$ cat config.mk
export PLATFORM = sky130hd
export DESIGN_NAME = timer_min_hour_cnt
export DESIGN_NICKNAME = d
export VERILOG_FILES = /design/src/rtl/timer_min_hour_cnt.sv
export SDC_FILE = /design/constraint.sdc
export NUM_CORES = 1
export LEC_CHECK = 0
export CAP_MARGIN = 20
export CORE_MARGIN = 10
export CORE_UTILIZATION = 30
export DETAILED_ROUTE_END_ITERATION = 6
export GPL_TIMING_DRIVEN = 0
export PLACE_DENSITY = 0.59
export SLEW_MARGIN = 10
export SYNTH_ARGS = -nofsm -noshare
export SYNTH_HDL_FRONTEND = slang
export SYNTH_SLANG_ARGS = --single-unit
$ cat constraint.sdc
create_clock -name clk -period 1.65 [get_ports clk]
set_clock_uncertainty 0.05 [all_clocks]
set_input_delay 0.33 -clock clk [delete_from_list [all_inputs] [get_ports clk]]
set_output_delay 0.33 -clock clk [all_outputs]
set_load 0.03 [all_outputs]
$ cat src/rtl/timer_min_hour_cnt.sv
// Minute/hour BCD timekeeping stage: counts seconds-wrap strobes, applies
// min/hour adjust modes from a synchronized, edge-detected adjust input.
module timer_min_hour_cnt (
    input  logic       clk,
    input  logic       rst,
    input  logic       min,
    input  logic       hour,
    input  logic       sec_carry,
    input  logic       adj_in,
    output logic [2:0] min_tens,
    output logic [3:0] min_ones,
    output logic [1:0] hour_tens,
    output logic [3:0] hour_ones,
    output logic       min_wrap,
    output logic       day_wrap
);

    typedef enum logic [1:0] {
        MODE_RUN,
        MODE_MIN_ADJ,
        MODE_HOUR_ADJ
    } mode_t;

    mode_t      mode;
    logic       s1, s2, s3;
    logic       adj_pulse;
    logic       min_at_max, hour_at_max;
    logic       min_inc, hour_inc;
    logic       min_wrap_nxt, day_wrap_nxt;
    logic [2:0] min_tens_nxt;
    logic [3:0] min_ones_nxt;
    logic [1:0] hour_tens_nxt;
    logic [3:0] hour_ones_nxt;

    assign adj_pulse   = s2 & ~s3;
    assign min_at_max  = (min_tens == 3'd5) && (min_ones == 4'd9);
    assign hour_at_max = (hour_tens == 2'd2) && (hour_ones == 4'd3);

    always_comb begin
        // NOTE: every comb output gets a default first so no path can infer a latch.
        mode         = MODE_RUN;
        min_inc      = 1'b0;
        hour_inc     = 1'b0;
        min_wrap_nxt = 1'b0;
        day_wrap_nxt = 1'b0;
        if (min)       mode = MODE_MIN_ADJ;
        else if (hour) mode = MODE_HOUR_ADJ;

        unique case (mode)
            MODE_MIN_ADJ:  min_inc = adj_pulse;
            MODE_HOUR_ADJ: begin
                min_inc  = sec_carry;
                hour_inc = adj_pulse;
            end
            default: begin
                min_inc      = sec_carry;
                hour_inc     = sec_carry & min_at_max;
                min_wrap_nxt = sec_carry & min_at_max;
                day_wrap_nxt = sec_carry & min_at_max & hour_at_max;
            end
        endcase
    end

    always_comb begin
        min_tens_nxt  = min_tens;
        min_ones_nxt  = min_ones;
        hour_tens_nxt = hour_tens;
        hour_ones_nxt = hour_ones;
        if (min_inc) begin
            if (min_ones == 4'd9) begin
                min_ones_nxt = 4'd0;
                min_tens_nxt = (min_tens == 3'd5) ? 3'd0 : min_tens + 3'd1;
            end else begin
                min_ones_nxt = min_ones + 4'd1;
            end
        end
        if (hour_inc) begin
            if (hour_at_max) begin
                hour_tens_nxt = 2'd0;
                hour_ones_nxt = 4'd0;
            end else if (hour_ones == 4'd9) begin
                hour_tens_nxt = hour_tens + 2'd1;
                hour_ones_nxt = 4'd0;
            end else begin
                hour_ones_nxt = hour_ones + 4'd1;
            end
        end
    end

    // NOTE: sequential state uses non-blocking assignments so every flop samples pre-edge values.
    always_ff @(posedge clk) begin
        if (rst) begin
            s1        <= 1'b0;
            s2        <= 1'b0;
            s3        <= 1'b0;
            min_tens  <= '0;
            min_ones  <= '0;
            hour_tens <= '0;
            hour_ones <= '0;
            min_wrap  <= 1'b0;
            day_wrap  <= 1'b0;
        end else begin
            // s1/s2 resolve metastability on the asynchronous adjust input; s3 is the edge reference.
            s1        <= adj_in;
            s2        <= s1;
            s3        <= s2;
            min_tens  <= min_tens_nxt;
            min_ones  <= min_ones_nxt;
            hour_tens <= hour_tens_nxt;
            hour_ones <= hour_ones_nxt;
            min_wrap  <= min_wrap_nxt;
            day_wrap  <= day_wrap_nxt;
        end
    end

endmodule

==> results of run 1 <==
[registers in the layout, indices dropped and copies added, names as in the netlist]
register and flops:
s3 1, min_tens 3, min_ones 4, s1 1, day_wrap 1, s2 1, hour_ones 4, hour_tens 2
min_wrap 1
[worst register-to-register path: cells and delay by family (launching register included)]
family          cells  cell delay, ps
simple gates        2             580
flops               1             350
compound gates      3             470
[layout by cell type, fill, tap and decap left out, drive strengths merged, types with 2 or more instances in the layout]
cell,count
nand2b,2
nor4,2
dfxtp,18
nand4b,2
inv,2
nor3,2
mux2i,3
nor3b,2
clkdlybuf4s50,2
nor2,12
and4b,2
nand3b,4
o21ai,8
a21oi,8
nand2,5
dlygate4sd2,14
clkbuf,8
nor2b,6
xnor2,2
[where the power goes]
part	internal [mW]	total [mW]	switching [mW]
combinational	0.0230	0.0558	0.0327
sequential	0.441	0.450	0.00854
clock	0.134	0.267	0.133
[routing by layer]
layer | track usage (%) | up-vias
met5 | 0 | -
met4 | 3.11 | 0
met3 | 2.29 | 2
met2 | 11.7 | 11
met1 | 9.13 | 357
li1 | - | 391
[per-stage QoR]
stage,hold slack [ps],util (%)
global placement,385,39.8
CTS,343,41.2
global route,366,41.4
floorplan,364,-
detailed placement,390,39.8
finish,358,41.4
[area by class of cell]
cell class | count | area share (%)
multi-input cells | 74 | 44.8
repair buffers | 20 | 14.9
flip-flops and latches | 18 | 32.4
inverters | 2 | 0.657
clock buffers | 4 | 3.18
well taps | 31 | 3.40
plain buffers | 2 | 0.657
[worst paths after layout]
path / startpoint / to / slack (ps)
setup / recovery: sec_carry / hour_tens[0] / 80
hold reg to reg: s1 / s2 / 400
setup reg to reg: min_ones[2] / hour_tens[0] / 100
hold / removal: rst / s3 / 360
[what timing repair did]
item                                    4_1_cts  5_1_grt
gates resized for setup                      20       12
endpoints found under the setup margin       19        9
pin swaps                                     3        5
setup buffers                                 1        0
[cells by family (layout without fill, tap and decap cells)]
kind of cell    after synthesis  after routing  synth area share, %
flops                        18             18                 41.7
buf+inv                       4             28                 1.74
mux                           3              3                 3.48
xor+xnor                      3              3                 3.04
compound gates               22             22                 15.5
simple gates                 46             46                 34.5
==> results.md, run 1 <==
- Hold Path Stages: 2
- Post-synth top cells: 18 x dfxtp_1, 11 x nor2_1, 7 x a21oi_1, 7 x o21ai_0, 6 x nor2b_1
- Post-route cell area: 1140 um^2
- Finish-stage setup viols: 0
- Area growth, synth to finish: 32.3%
- Max-cap violations: 0
- Critical path buffer and inverter count: 1
- Iter 0 DRT Violations: 38
- Sink Count: 18
- Fraction of registers with async set/reset: 0%
- Count of cell types in the netlist: 36
- Area after DPL: 1100 um^2
- CTS root buffer: clkbuf_4
- Top Layer Used: met4
- FP Rows: 19
- Die footprint: 5420 um^2
- Initial core utilization: 31.3%
- DRC Markers: 0
- CP max-delay cell: clkdlybuf4s50_1
- Die W: 73.6 um
- Io pins: 21
- Slowest stage delay, CP: 470 ps
- Syn Inst Count: 96
- Drt pass-1 iters: 4
- Prevailing post-synth register cell: dfxtp_1
- IO buf count: 19
- Clk pin slew, worst setup/hold paths: 100 ps
- Overall via count from detail_route: 761
- H-tree Lvls: 1
- Worst-Margin Slew: 500 ps
- Multi-input logic area: 512 um^2
- Number of diodes: 0
- Worst path arrival time: 1710 ps
- Pwr dens: 677 nW/um^2
- Final Max Slew Viols: 0
- Levels on crit path: 6
- Hold buffer count at CTS: 0
- Design Power: 773 uW
- Warnings, synthesis: 0
- Reg2reg path depth: 5
- HPWL Detailed: 1440 um
- Initial antenna violation count: 0
- Mapped Area: 863 um^2
- Post-synthesis average cell area: 8.99 um^2
- Chip height: 73.6 um
- Req. time, crit path: 1790 ps
- CTS Buffer Depth: 2
- Post-synth EDFFs: 0
- Non-filler instance count after layout: 151
- Metal2 WL: 943 um
- First-pass GRT wire length: 3310 um
- Layout cells sized above 1: 19.2%
- Core Footprint: 2760 um^2
- Per-cell routed wire length: 12.7 um
- TNS Setup: 0 ps
- Critical path cell sequence: clkdlybuf4s50_1, nand3b_1, or3_4, o21ai_4, a21oi_1, a31o_1
- Met1 WL: 880 um
- Final Worst Setup Slack: 75.9 ps
- Outcome: finished, final reports clean
- FF+latch count, synth: 18
- Number of CTS-inserted buffers: 3
- Most frequent cell after synthesis: dfxtp_1
- Post-Synthesis Net Count: 102
- Fillers: 288
- CP Launch Type: input pin
- Fmax: 0.635 GHz
- Vias in the first global route: 740
- Drt via density: 5.04
- Top post-synthesis cells by area: dfxtp_1 42%, nor2_1 4.8%, nor2b_1 4.3%, a21oi_1 4.1%, o21ai_0 4.1%
- Final Hold Viols: 0
- Sequential cell area: 370 um^2
- Static leakage: 0.442 nW
- Worst Setup Slack post-DPL: -387 ps
- CTS tree: yes
- Met3 layer wire length in the routed design: 83 um
- Crit path kind: input pin to register
- RePlAce Congestion: 0.709
- Max IR drop VDD: 0.486 mV
- Final ANT Viol Nets: 0
- Post-synthesis sequential area ratio: 41.7%
- Fin nets: 127
- Worst Setup End Kind: register
- Area leader, netlist: dfxtp_1
- Clock latency on the worst-skew pair: 290 ps
- Top delay family on crit path: buffers and inverters
- WL final: 1920 um
- CP max FO: 4
- Worst relative slew slack: 66.6%
- Post-route minimum period: 1570 ps
- Total track usage: 7.46%
- Yosys top cell area share: 41.7%
- Final Cycle Share: 95.4%
- Hold Path Class: input pin to register
- GRT overflow: 0
- Largest net degree at the start of global routing: 11
- Post-Place Cells: 146
(Power assumes the default switching activity.)
==> run 2: changes to the inputs <==
--- a/config.mk
+++ b/config.mk
@@ -10,7 +10,7 @@
 export CORE_UTILIZATION = 30
 export DETAILED_ROUTE_END_ITERATION = 6
 export GPL_TIMING_DRIVEN = 0
-export PLACE_DENSITY = 0.59
+export PLACE_DENSITY = 0.5
 export SLEW_MARGIN = 10
 export SYNTH_ARGS = -nofsm -noshare
 export SYNTH_HDL_FRONTEND = slang
==> results.md, run 2 (same netlist as run 1, synthesis figures left out) <==
- Post-route cell area: 1150 um^2 (was 1140 um^2)
- Net switching power: 177 uW (was 174 uW)
- Worst path arrival time: 1170 ps (was 1710 ps)
- Drt pass-1 iters: 3 (was 4)
- Number of CTS-inserted buffers: 3 (unchanged)
- Final ANT Viol Nets: 0 (unchanged)
- Fin nets: 128 (was 127)
- Worst hold slack: 363 ps (was 358 ps)
- CTS tree: yes (unchanged)
- Hold Path Class: input pin to register (unchanged)
- Static leakage: 0.459 nW (was 0.442 nW)
- Fmax: 0.645 GHz (was 0.635 GHz)
- Crit path kind: register to output port (was input pin to register)
- GRT overflow: 0 (unchanged)
- Setup repair after global routing missed its margin: false
- Most common cell after layout, fill and taps aside: dlygate4sd2_1 (unchanged)
- Logic pwr share: 7.2% (about the same)
- Die footprint: 5420 um^2 (unchanged)
- Worst Setup End Kind: output port (was register)
- Slowest stage delay, CP: 450 ps (was 470 ps)
- Drt via density: 4.99 (was 5.04)
- Design Power: 776 uW (was 773 uW)
- Layout cells sized above 1: 19.8% (was 19.2%)
- Final Hold Viols: 0 (unchanged)
- Reg2Reg Launch Point: min_tens[1] (was min_ones[2])
- Total track usage: 7.89% (was 7.46%)
- Vias in the first global route: 719 (was 740)
- Int Power: 599 uW (about the same)
- Die W: 73.6 um (unchanged)
- Req. time, crit path: 1270 ps (was 1790 ps)
- Finish-stage setup viols: 0 (unchanged)
- CP Launch Type: register (was input pin)
- CP max FO: 7 (was 4)
- Final Cycle Share: 94.0% (was 95.4%)
- Top delay family on crit path: flip-flops (was buffers and inverters)
- Critical Path Start: hour_ones[2] (was sec_carry)
- Clk pin slew, worst setup/hold paths: 100 ps (about the same)
- First-pass GRT wire length: 3430 um (was 3310 um)
- Initial core utilization: 31.3% (unchanged)
- Iter 0 DRT Violations: 19 (was 38)
- Io pins: 21 (unchanged)
- Largest net degree at the start of global routing: 11 (unchanged)
- CP max-delay cell: dfxtp_1 (was clkdlybuf4s50_1)
- Area growth, synth to finish: 33.0% (was 32.3%)
- Clock network power share: 34.8% (was 34.6%)
- Critical path cell sequence: dlygate4sd2_1 (was clkdlybuf4s50_1, nand3b_1, or3_4, o21ai_4, a21oi_1, a31o_1)
- Outcome: finished, final reports clean (unchanged)
- Hold Startpoint: rst (unchanged)
- Initial antenna violation count: 0 (unchanged)
- Max IR drop VDD: 0.621 mV (was 0.486 mV)
- Clock latency on the worst-skew pair: 290 ps (about the same)
- Seq pwr share: 58.1% (was 58.2%)
- Area after DPL: 1100 um^2 (unchanged)
- Multi-input logic area: 512 um^2 (unchanged)
- Number of diodes: 0 (unchanged)
- Chip height: 73.6 um (unchanged)
- Per-cell routed wire length: 13.2 um (was 12.7 um)
- H-tree Lvls: 1 (unchanged)
- Pwr dens: 676 nW/um^2 (was 677 nW/um^2)
- Switching Share: 22.8% (was 22.6%)
- Commonest cells after routing, fill and taps aside: 15 x dlygate4sd2_1, 12 x dfxtp_1, 11 x nor2_1 (was 14 x dlygate4sd2_1, 12 x dfxtp_1, 11 x nor2_1)
- HPWL Detailed: 1500 um (was 1440 um)
- CTS root buffer: clkbuf_4 (unchanged)
- Fillers: 287 (was 288)
- Worst relative slew slack: 65.5% (was 66.6%)
- Biggest regs: hour_ones (4), min_ones (4), min_tens (3) (unchanged)
- Max-cap violations: 0 (unchanged)
- Post-route minimum period: 1550 ps (was 1570 ps)
- Core Footprint: 2760 um^2 (unchanged)
- TNS Setup: 0 ps (unchanged)
- Worst-Margin Slew: 518 ps (was 500 ps)
- FP Rows: 19 (unchanged)
- Critical path buffer and inverter count: 1 (unchanged)
- IO buf count: 19 (unchanged)
- Final Max Slew Viols: 0 (unchanged)
- RePlAce Congestion: 0.719 (was 0.709)
- DRC Markers: 0 (unchanged)
- CTS Buffer Depth: 2 (unchanged)
- Overall via count from detail_route: 759 (was 761)
- Sequential cell area: 368 um^2 (was 370 um^2)
- Sink Count: 18 (unchanged)
- WL final: 2010 um (was 1920 um)
==> run 2: changes by cell type in the layout (fill, tap and decap cells not counted), sizes merged <==
cell / delta
buf: +1
clkdlybuf4s15: -1
clkdlybuf4s50: -1
dlygate4sd2: +1
dlymetal6s2s: +1
==> run 2: final timing paths <==
check	cells after the start	slack [ps]	end
worst max-delay path	1	100	hour_ones[2]
worst min-delay path	2	360	s2
worst max register to register	5	100	hour_tens[0]
worst min register to register	1	400	s2
==> run 2: cell type report <==
| type | instances | share of cell area [%] |
|---|---|---|
| multi-input cells | 74 | 44.6 |
| well taps | 31 | 3.38 |
| clock buffers | 4 | 3.16 |
| repair buffers | 21 | 15.6 |
| plain buffers | 2 | 0.654 |
| inverters | 2 | 0.654 |
| flip-flops and latches | 18 | 32.0 |
==> run 2: power by group through the flow <==
stage                     clock, mW  sequential [mW]  combinational, mW
after detailed placement          0            0.461             0.0607
after global placement            0            0.461             0.0603
final                         0.270            0.451             0.0555
after global routing          0.300            0.454             0.0627
after floorplan                   0            0.468             0.0244
after CTS                     0.277            0.451             0.0572
==> run 2: timing repair <==
| item | CTS | global route |
|---|---|---|
| pin swaps | 5 | 5 |
| cloned | 0 | 0 |
| buffers inserted | 2 | 0 |
| endpoints found under the setup margin | 20 | 9 |
| hold buffers | 0 | 0 |
| resized for setup | 20 | 9 |
==> run 2: metrics by stage <==
stage,cells,utilization [%],worst slack (ps)
finish,152,41.7,99.7
global route,152,41.7,16.4
CTS,152,41.4,4.13
detailed placement,146,39.8,-426
global placement,146,39.8,-428
floorplan,96,-,11.3
==> run 2: routing by layer <==
layer	share of wire [%]	track usage, %	vias to the layer above
li1	-	-	394
met1	45	9.05	353
met2	48	13.3	10
met3	5.2	3.23	2
met4	1.0	1.86	0
met5	0	0	-
==> run 2: worst reg2reg max path: stages (launching register included) <==
cell and delay, ps:
dfxtp_1 350, nand3b_1 180, or3_4 430, o21ai_4 170
a21oi_1 90, a31o_1 180
==> run 3: changes to the inputs <==
--- a/config.mk
+++ b/config.mk
@@ -8,6 +8,7 @@
 export CAP_MARGIN = 20
 export CORE_MARGIN = 10
 export CORE_UTILIZATION = 30
+export CTS_BUF_LIST = sky130_fd_sc_hd__clkbuf_16
 export DETAILED_ROUTE_END_ITERATION = 6
 export GPL_TIMING_DRIVEN = 0
 export PLACE_DENSITY = 0.5
==> results.md, run 3 (same netlist as run 1, synthesis figures left out) <==
- Outcome: finished, final reports clean (unchanged)
- Number of diodes: 0 (unchanged)
- FP Rows: 19 (unchanged)
- Final Cycle Share: 96.1% (was 94.0%)
- Per-cell routed wire length: 13.2 um (about the same)
- Setup repair after global routing missed its margin: false (unchanged)
- Hold buffer count at CTS: 0 (unchanged)
- Req. time, crit path: 1270 ps (about the same)
- Die footprint: 5420 um^2 (unchanged)
- Max IR drop VDD: 0.703 mV (was 0.621 mV)
- Clock network power share: 48.7% (was 34.8%)
- CP Launch Type: register (unchanged)
- Final Max Slew Viols: 0 (unchanged)
- Reg2reg path depth: 5 (unchanged)
- Busiest layer in global routing: met2 (unchanged)
- Largest net degree at the start of global routing: 11 (unchanged)
- Fin nets: 128 (unchanged)
- Met1 Usage GRT: 9.06% (was 9.05%)
- Top delay family on crit path: buffers and inverters (was flip-flops)
- Logic pwr share: 5.6% (was 7.2%)
- Final Hold Viols: 0 (unchanged)
- Area after DPL: 1100 um^2 (unchanged)
- Core Footprint: 2760 um^2 (unchanged)
- Static leakage: 0.462 nW (was 0.459 nW)
- Seq pwr share: 45.7% (was 58.1%)
- Hold Path Stages: 1 (was 2)
- GRT overflow: 0 (unchanged)
- Chip height: 73.6 um (unchanged)
- Worst relative slew slack: 64.5% (was 65.5%)
- Post-route cell area: 1200 um^2 (was 1150 um^2)
- Io pins: 21 (unchanged)
- Layout cells sized above 1: 16.5% (was 19.8%)
- WL final: 2010 um (about the same)
- Biggest regs: hour_ones (4), min_ones (4), min_tens (3) (unchanged)
- Commonest cells after routing, fill and taps aside: 14 x dlygate4sd2_1, 13 x dfxtp_1, 11 x nor2_1 (was 15 x dlygate4sd2_1, 12 x dfxtp_1, 11 x nor2_1)
- Iter 0 DRT Violations: 50 (was 19)
- Finish-stage setup viols: 0 (unchanged)
- Final ANT Viol Nets: 0 (unchanged)
- Pwr dens: 825 nW/um^2 (was 676 nW/um^2)
- H-tree Lvls: 1 (unchanged)
- Reg2Reg Launch Point: min_tens[1] (unchanged)
- Number of CTS-inserted buffers: 3 (unchanged)
- RePlAce Congestion: 0.719 (unchanged)
- Slowest stage delay, CP: 660 ps (was 450 ps)
- Vias in the first global route: 723 (was 719)
- Switching Share: 20.3% (was 22.8%)
- Die W: 73.6 um (unchanged)
- Clk pin slew, worst setup/hold paths: 50 ps (was 100 ps)
- Drt pass-1 iters: 4 (was 3)
- CP max FO: 1 (was 7)
- IO buf count: 19 (unchanged)
- CTS tree: yes (unchanged)
- Worst Setup End Kind: output port (unchanged)
- Net switching power: 201 uW (was 177 uW)
- HPWL Detailed: 1500 um (unchanged)
- TNS Setup: 0 ps (unchanged)
- Clock latency on the worst-skew pair: 250 ps (was 290 ps)
- Grt met3 use: 3.23% (unchanged)
- Hold Path Class: register to register (was input pin to register)
- Area growth, synth to finish: 38.8% (was 33.0%)
- Int Power: 788 uW (was 599 uW)
- Post-route minimum period: 1590 ps (was 1550 ps)
- Post-Place Cells: 146 (unchanged)
- Met2 GRT Util: 13.1% (was 13.3%)
- First-pass GRT wire length: 3450 um (was 3430 um)
- Final core utilization: 43.5% (was 41.7%)
- Reg-to-reg slack, setup: 90 ps (was 100 ps)
- Drt via density: 5.01 (was 4.99)
- CTS Buffer Depth: 2 (unchanged)
- Sink Count: 18 (unchanged)
- Initial core utilization: 31.3% (unchanged)
- CTS root buffer: clkbuf_16 (was clkbuf_4)
- Design Power: 989 uW (was 776 uW)
- Max-cap violations: 0 (unchanged)
- CP max-delay cell: clkdlybuf4s50_1 (was dfxtp_1)
- DRC Markers: 0 (unchanged)
- Critical path buffer and inverter count: 1 (unchanged)
- FF-to-FF End: hour_tens[0] (unchanged)
- Non-filler instance count after layout: 152 (unchanged)
- Hold Startpoint: s1 (was rst)
- Worst-Margin Slew: 532 ps (was 518 ps)
- Total track usage: 8.00% (was 7.89%)
- Hold Path Sink: s2 (unchanged)
- Worst path arrival time: 1210 ps (was 1170 ps)
- Overall via count from detail_route: 761 (was 759)
- Most common cell after layout, fill and taps aside: dlygate4sd2_1 (unchanged)
- Crit path kind: register to output port (unchanged)
- Initial antenna violation count: 0 (unchanged)
- Fmax: 0.631 GHz (was 0.645 GHz)
- Critical path cell sequence: clkdlybuf4s50_1 (was dlygate4sd2_1)
run 3: changes by cell type in the layout (fill, tap and decap cells not counted):
cell and delta:
clkbuf_16 +3, clkbuf_4 -3, clkbuf_2 -2, clkdlybuf4s15_1 +2, clkdlybuf4s50_1 +2, clkbuf_8 -1
clkinv_1 +1, dfxtp_1 +1, dfxtp_2 -1, dlygate4sd2_1 -1, dlymetal6s2s_1 -1, o21ai_0 +1
o21ai_1 -1
run 3: timing repair:
item	in CTS	in global routing
setup buffers	2	0
gates resized for setup	19	4
cloned	0	0
pin swaps	6	1
setup endpoints to repair	20	6
run 3: power by group through the flow:
stage | Sequential [mW] | Combinational [mW] | Clock [mW]
floorplan | 0.468 | 0.0244 | 0
CTS | 0.452 | 0.0563 | 0.493
finish | 0.452 | 0.0558 | 0.481
global route | 0.454 | 0.0629 | 0.509
global placement | 0.461 | 0.0603 | 0
detailed placement | 0.461 | 0.0607 | 0
run 3: through the flow:
step | hold WS [ps] | setup slack (ps)
3_5_place_dp | 379 | -426
6_report | 400 | 64.6
4_1_cts | 406 | 35.6
5_1_grt | 423 | 0.306
2_1_floorplan | 364 | 11.3
3_3_place_gp | 367 | -428
run 3: cell type report:
| type | instances | area, um^2 |
|---|---|---|
| Inverter | 2 | 7.51 |
| Clock inverter | 1 | 3.75 |
| Clock buffer | 3 | 75.1 |
| Multi-Input combinational cell | 74 | 512 |
| Sequential cell | 18 | 367 |
| Buffer | 2 | 7.51 |
| Fill cell | 282 | 1560 |
| Tap cell | 31 | 38.8 |
| Timing Repair Buffer | 21 | 188 |
run 3: how the worst max path moves through the flow:
stage,startpoint,endpoint,slack (ps),depth (start not counted)
after global routing,hour_ones[3],hour_ones[3],0.3,1
final,min_wrap,min_wrap,60,1
after CTS,hour,hour_ones[1],40,6
after floorplan,min_tens[1],hour_tens[0],10,5
after global placement,min,hour_ones[1],-430,6
after detailed placement,min,hour_ones[1],-430,6
run 3: routing by layer:
metal  vias to the layer above  part of all wire, %  wire [um]
met4                         0                  1.2         25
li1                        393                    -          -
met3                         4                  5.5        111
met5                         -                    0          0
met1                       353                   44        890
met2                        11                   49        978
